### config.mk
export PLATFORM = sky130hd
export DESIGN_NAME = pc_sequencer
export DESIGN_NICKNAME = d
export VERILOG_FILES = /design/src/rtl/pc_sequencer.sv
export SDC_FILE = /design/constraint.sdc
export NUM_CORES = 1
export LEC_CHECK = 0
export BUFFER_PORTS_ARGS = -buffer_cell sky130_fd_sc_hd__buf_2
export CAP_MARGIN = 20
export CORE_ASPECT_RATIO = 1.1
export CORE_MARGIN = 3
export CORE_UTILIZATION = 57
export DETAILED_ROUTE_END_ITERATION = 16
export GPL_TIMING_DRIVEN = 0
export PLACE_DENSITY = 0.86
export SKIP_CTS_REPAIR_TIMING = 1
export SLEW_MARGIN = 20
export SYNTH_ARGS = -nofsm -noshare
export SYNTH_HDL_FRONTEND = slang
export SYNTH_SLANG_ARGS = --single-unit
### constraint.sdc
create_clock -name clk -period 8.95 [get_ports clk]
set_input_delay 0.4475 -clock clk [delete_from_list [all_inputs] [get_ports clk]]
set_output_delay 0.4475 -clock clk [all_outputs]
set_load 0.005 [all_outputs]
### src/rtl/pc_sequencer.sv
// Program-counter and fetch sequencer for the multi-cycle MiniRISC core.
// Issues fetches, resolves the next PC from branch_ctl, writes the bl link, and halts.
module pc_sequencer #(
    parameter int                      PC_WIDTH    = 32,
    parameter logic [PC_WIDTH-1:0]     RESET_PC    = '0,
    parameter int                      LONG_IMM_W  = 26,
    parameter int                      SHORT_IMM_W = 16,
    parameter int                      CNT_WIDTH   = 16
) (
    input  logic                   clk,
    input  logic                   rst,
    input  logic                   fetch_ack,
    input  logic                   exec_done,
    input  logic [2:0]             branch_ctl,
    input  logic                   is_link,
    input  logic                   halt,
    input  logic [PC_WIDTH-1:0]    rs_value,
    input  logic [LONG_IMM_W-1:0]  imm_long,
    input  logic [SHORT_IMM_W-1:0] imm_short,
    output logic [PC_WIDTH-1:0]    pc,
    output logic                   fetch_req,
    output logic [PC_WIDTH-1:0]    fetch_addr,
    output logic                   link_we,
    output logic [PC_WIDTH-1:0]    link_data,
    output logic                   halted,
    output logic [CNT_WIDTH-1:0]   taken_count
);

    typedef enum logic [1:0] {
        S_IDLE,
        S_FETCH,
        S_EXEC,
        S_HALT
    } state_t;

    state_t state;

    logic take;
    logic reg_target;
    logic short_imm;
    assign {take, reg_target, short_imm} = branch_ctl;

    logic [PC_WIDTH-1:0] seq;
    logic [PC_WIDTH-1:0] long_off;
    logic [PC_WIDTH-1:0] short_off;
    logic [PC_WIDTH-1:0] target;

    assign seq       = pc + PC_WIDTH'(1);
    assign long_off  = {{(PC_WIDTH-LONG_IMM_W){imm_long[LONG_IMM_W-1]}}, imm_long};
    assign short_off = {{(PC_WIDTH-SHORT_IMM_W){imm_short[SHORT_IMM_W-1]}}, imm_short};
    assign fetch_addr = pc;

    // Branch target when not halting; take=0 means sequential whatever the other bits say.
    always_comb begin
        // NOTE: default assignment first so every path drives target and no latch is inferred.
        target = seq;
        if (take) begin
            if (reg_target)
                target = rs_value;
            else if (short_imm)
                target = seq + short_off;
            else
                target = seq + long_off;
        end
    end

    // NOTE: all state is updated with non-blocking assignments so every register samples
    // pre-edge values; every register has a reset value, there is no memory to leave unreset.
    always_ff @(posedge clk or posedge rst) begin
        if (rst) begin
            state       <= S_IDLE;
            pc          <= RESET_PC;
            fetch_req   <= 1'b0;
            link_we     <= 1'b0;
            link_data   <= '0;
            halted      <= 1'b0;
            taken_count <= '0;
        end else begin
            link_we <= 1'b0;
            case (state)
                S_IDLE: begin
                    state     <= S_FETCH;
                    fetch_req <= 1'b1;
                end
                S_FETCH: begin
                    if (fetch_ack) begin
                        state     <= S_EXEC;
                        fetch_req <= 1'b0;
                    end
                end
                S_EXEC: begin
                    if (exec_done) begin
                        if (halt) begin
                            pc     <= seq;
                            state  <= S_HALT;
                            halted <= 1'b1;
                        end else begin
                            pc        <= target;
                            state     <= S_FETCH;
                            fetch_req <= 1'b1;
                            if (take) begin
                                if (taken_count != '1)
                                    taken_count <= taken_count + CNT_WIDTH'(1);
                                if (is_link) begin
                                    link_we   <= 1'b1;
                                    link_data <= seq;
                                end
                            end
                        end
                    end
                end
                S_HALT: begin
                    fetch_req <= 1'b0;
                    halted    <= 1'b1;
                end
                default: state <= S_IDLE;
            endcase
        end
    end

endmodule
==> PnR_summary.wiki <==
{| class="wikitable"
! Metric !! Value
|-
| Routability congestion estimate || 1.01
|-
| Worst slew margin relative to its limit || 26.3%
|-
| Warnings, synthesis || 0
|-
| Most common cell in the synthesized netlist || sky130_fd_sc_hd__dfrtp_1
|-
| Hold WC Path Type || in -> async
|-
| Data required time at the worst endpoint || between 9 and 10 ns
|-
| Power density of the placed cells || 298 nW/um^2
|-
| Area of the mapped netlist || 7330 um^2
|-
| Synth Net Count || just under 1000
|-
| Number of core rows || 42
|-
| Combined flip-flop and latch cell area || between 2000 and 2500 um^2
|-
| CTS sink count || 85
|-
| Die width || 114 um
|-
| Io pins || just under 200
|-
| Post-Place Cells || 1216
|-
| Top cells by count, synth || sky130_fd_sc_hd__dfrtp_1 (85), sky130_fd_sc_hd__nand2_1 (80), sky130_fd_sc_hd__nor2_1 (69)
|-
| Clock latency on the worst-skew pair || 0.36 ns
|-
| Chip height || approximately 120 um
|-
| Finish-stage setup viols || 0
|-
| Reg2Reg Depth || 19
|-
| Setup repair after global routing missed its margin || false
|-
| Routed WL per cell || approximately 19 um
|-
| Setup Crit Path Kind || reg -> reg
|-
| Number of global-route vias before repair || 7338
|-
| Final Instance Count excl. Fillers || 1233
|-
| Detailed Route Iter0 Violations || between 600 and 700
|-
| Run status || complete, no violations
|-
| Count of nets left with antenna violations after detail routing || 0
|-
| Global-route usage over all layers || about 33%
|-
| Max Cap Viol || 0
|-
| Core ar. || 12300 um^2
|-
| Largest driver fanout on the critical path || 10
|-
| Setup_tns || 0 ns
|-
| Port buffer count || 196
|-
| Critical path data arrival time || 5.41 ns
|-
| Cell type contributing the most total cell area after synthesis || sky130_fd_sc_hd__dfrtp_1
|-
| Leakage power of the design || 4.37 nW
|-
| Final critical path time including I/O delays and setup || 5.14 ns
|-
| Most frequently used flop master after synthesis || sky130_fd_sc_hd__dfrtp_1
|-
| Register clock-pin slew on the reported worst setup and hold paths || 0.07 ns
|-
| Top cells by area in the synthesized netlist || sky130_fd_sc_hd__dfrtp_1 (29%), sky130_fd_sc_hd__xnor2_1 (6.5%), sky130_fd_sc_hd__ha_1 (5.6%)
|-
| Worst-margin pin slew || approximately 1.1 ns
|-
| Initial core utilization || 59.6%
|-
| Share of the synthesized area in the top cell type || 29.0%
|-
| Root Driver || sky130_fd_sc_hd__clkbuf_16
|-
| Post-detailed-placement cell area || 8520 um^2
|-
| Detailed-placement wirelength estimate || 17.7 mm
|-
| Mean instance size in the synthesized netlist || 8.47 um^2
|-
| Number of vias after detailed routing || 7515
|-
| CTS tree || built
|-
| Final instance area || 8860 um^2
|-
| Number of nets at the end of the flow || between 1000 and 1500
|-
| Number of failing hold endpoints at the final stage || 0
|-
| Number of cells produced by synthesis || between 800 and 900
|-
| Routed vias/inst || 6.09
|-
| H-tree Lvls || 3
|-
| Clock Tree Buf Depth || 2
|-
| Post-synthesis sequential area ratio || 29.0%
|-
| Count of unresolved DRC violations after routing || 0
|-
| Number of register bits inferred by synthesis || 85
|-
| Kind of end point of the critical path || flip-flop
|-
| Wire length of the first global-routing pass || 37.0 mm
|-
| Count of pins over their slew limit || 0
|-
| Highest achievable clock rate || 194 MHz
|-
| Largest clock skew in the final design || 0.00595 ns
|-
| Fraction of layout cells with a size suffix above 1 || 27.6%
|-
| Residual overflow from global routing || 0
|-
| Pin count of the biggest net entering global routing || 46
|-
| Post-synth ARST share || 100%
|-
| Number of inserted filler cells in the final layout || 1020
|-
| Initial antenna violation count || 1
|-
| Post-layout total power || 2.64 mW
|-
| Number of different library cells in the post-synthesis netlist || 74
|-
| Area of combinational cells with multiple inputs || 4650 um^2
|-
| Area added between synthesis and finish || 20.9%
|-
| Sort of element at the start of the critical path || flip-flop
|-
| Detailed Routing Iterations Pass 1 || 5
|-
| Crit share post-route || 57.5%
|-
| Die Footprint || 14200 um^2
|-
| Maximum resistive drop on vdd || between 0.15 and 0.2 mV
|-
| Wirelength, routed || 23.5 mm
|-
| Number of clock buffers inserted by TritonCTS || 9
|-
| Number of enable flip-flop cells after synthesis || 0
|}
[worst paths after layout]
path	slack [ns]	startpoint	to
max in group asynchronous	8.17	rst	link_data[23]$_DFFE_PP0P_
worst min-delay path	0.13	rst	link_data[5]$_DFFE_PP0P_
min in group clk	0.39	rs_value[16]	fetch_addr[16]$_DFFE_PP0P_
worst max-delay path	3.81	fetch_addr[0]$_DFFE_PP0P_	fetch_addr[25]$_DFFE_PP0P_
worst max register to register	3.81	fetch_addr[0]$_DFFE_PP0P_	fetch_addr[25]$_DFFE_PP0P_
worst min register to register	0.48	taken_count[11]$_DFFE_PP0P_	taken_count[11]$_DFFE_PP0P_
[registers in the layout, indices dropped and copies added (netlist names)]
name         flops
fetch_addr      32
link_data       32
taken_count     16
state            2
fetch_req        1
halted           1
link_we          1
[per-layer routing]
layer  track usage, %  share of wire [%]
met5                0                  0
met4             12.9                2.7
met3             8.02                 11
met2             53.0                 47
met1             41.7                 39
[critical path: stages (launching register included)]
cell and delay (ns):
sky130_fd_sc_hd__dfrtp_1 0.58, sky130_fd_sc_hd__ha_1 0.33, sky130_fd_sc_hd__nand2_1 0.15, sky130_fd_sc_hd__or3_4 0.40, sky130_fd_sc_hd__buf_2 0.23, sky130_fd_sc_hd__nor2_1 0.18
sky130_fd_sc_hd__xnor2_1 0.19, sky130_fd_sc_hd__inv_1 0.08, sky130_fd_sc_hd__ha_1 0.28, sky130_fd_sc_hd__clkbuf_1 0.27, sky130_fd_sc_hd__a21o_1 0.16, sky130_fd_sc_hd__a21oi_1 0.08
sky130_fd_sc_hd__o32a_1 0.17, sky130_fd_sc_hd__a22oi_1 0.27, sky130_fd_sc_hd__a41oi_1 0.12, sky130_fd_sc_hd__nor4b_1 0.53, sky130_fd_sc_hd__o21ai_1 0.22, sky130_fd_sc_hd__mux2i_1 0.17
sky130_fd_sc_hd__or4_1 0.42, sky130_fd_sc_hd__a31oi_1 0.21
[cells in the final DEF, fill, tap and decap left out, types with 3 or more instances in the layout]
cell type and count:
sky130_fd_sc_hd__nand3_1 23, sky130_fd_sc_hd__a31oi_1 15, sky130_fd_sc_hd__nor2b_1 10, sky130_fd_sc_hd__mux2i_1 22
sky130_fd_sc_hd__nor4_1 7, sky130_fd_sc_hd__clkbuf_1 34, sky130_fd_sc_hd__nand2_1 80, sky130_fd_sc_hd__nand4_1 14
sky130_fd_sc_hd__buf_1 3, sky130_fd_sc_hd__o211ai_1 11, sky130_fd_sc_hd__a211oi_1 8, sky130_fd_sc_hd__o22ai_1 7
sky130_fd_sc_hd__o21ai_0 44, sky130_fd_sc_hd__o31ai_1 6, sky130_fd_sc_hd__or3_1 5, sky130_fd_sc_hd__nand2b_1 7
sky130_fd_sc_hd__xnor2_1 54, sky130_fd_sc_hd__xnor3_1 5, sky130_fd_sc_hd__xor2_1 26, sky130_fd_sc_hd__buf_2 201
sky130_fd_sc_hd__nand3b_1 3, sky130_fd_sc_hd__buf_4 32, sky130_fd_sc_hd__clkbuf_16 9, sky130_fd_sc_hd__inv_1 36
sky130_fd_sc_hd__a311o_1 4, sky130_fd_sc_hd__dfrtp_1 85, sky130_fd_sc_hd__nor3_1 16, sky130_fd_sc_hd__and3_1 17
sky130_fd_sc_hd__o21bai_1 4, sky130_fd_sc_hd__a21o_1 20, sky130_fd_sc_hd__o21a_1 7, sky130_fd_sc_hd__a21oi_1 55
sky130_fd_sc_hd__nor2_1 69, sky130_fd_sc_hd__mux2_2 30, sky130_fd_sc_hd__nor3b_1 4, sky130_fd_sc_hd__a211o_1 3
sky130_fd_sc_hd__or2_2 3, sky130_fd_sc_hd__maj3_1 3, sky130_fd_sc_hd__ha_1 33, sky130_fd_sc_hd__nor4b_1 5
[logic make-up after synthesis]
group | after synthesis | share of synthesized area, %
flops | 85 | 29.0
xor+xnor | 86 | 11.3
simple gates | 277 | 18.9
compound gates | 216 | 19.4
buf+inv | 112 | 7.46
fa+ha+maj | 37 | 6.32
mux | 52 | 7.62
[final cells by class]
cell class	count	area share, %
Timing Repair Buffer	197	11.3
Clock inverter	6	1.05
Antenna cell	1	0.0283
Sequential cell	85	24.0
Tap cell	154	2.18
Inverter	38	1.64
Multi-Input combinational cell	668	52.5
Clock buffer	10	2.70
Buffer	74	4.56
[through the flow]
stage	util, %	hold slack, ns	setup WS, ns
after global placement	69.1	0.469	4.09
after floorplan	-	0.477	4.82
after global routing	72.0	0.189	3.66
after CTS	72.0	0.168	3.93
after detailed placement	69.3	0.473	4.00
final	72.0	0.135	3.81
[where the power goes]
part           leakage, nW  internal [mW]  switching (mW)
Combinational         3.12          0.707           0.800
Sequential            1.09          0.520           0.182
Clock                0.156          0.254           0.175
Total                 4.37           1.48            1.16
Note: power is estimated with default switching activity, not from simulation.
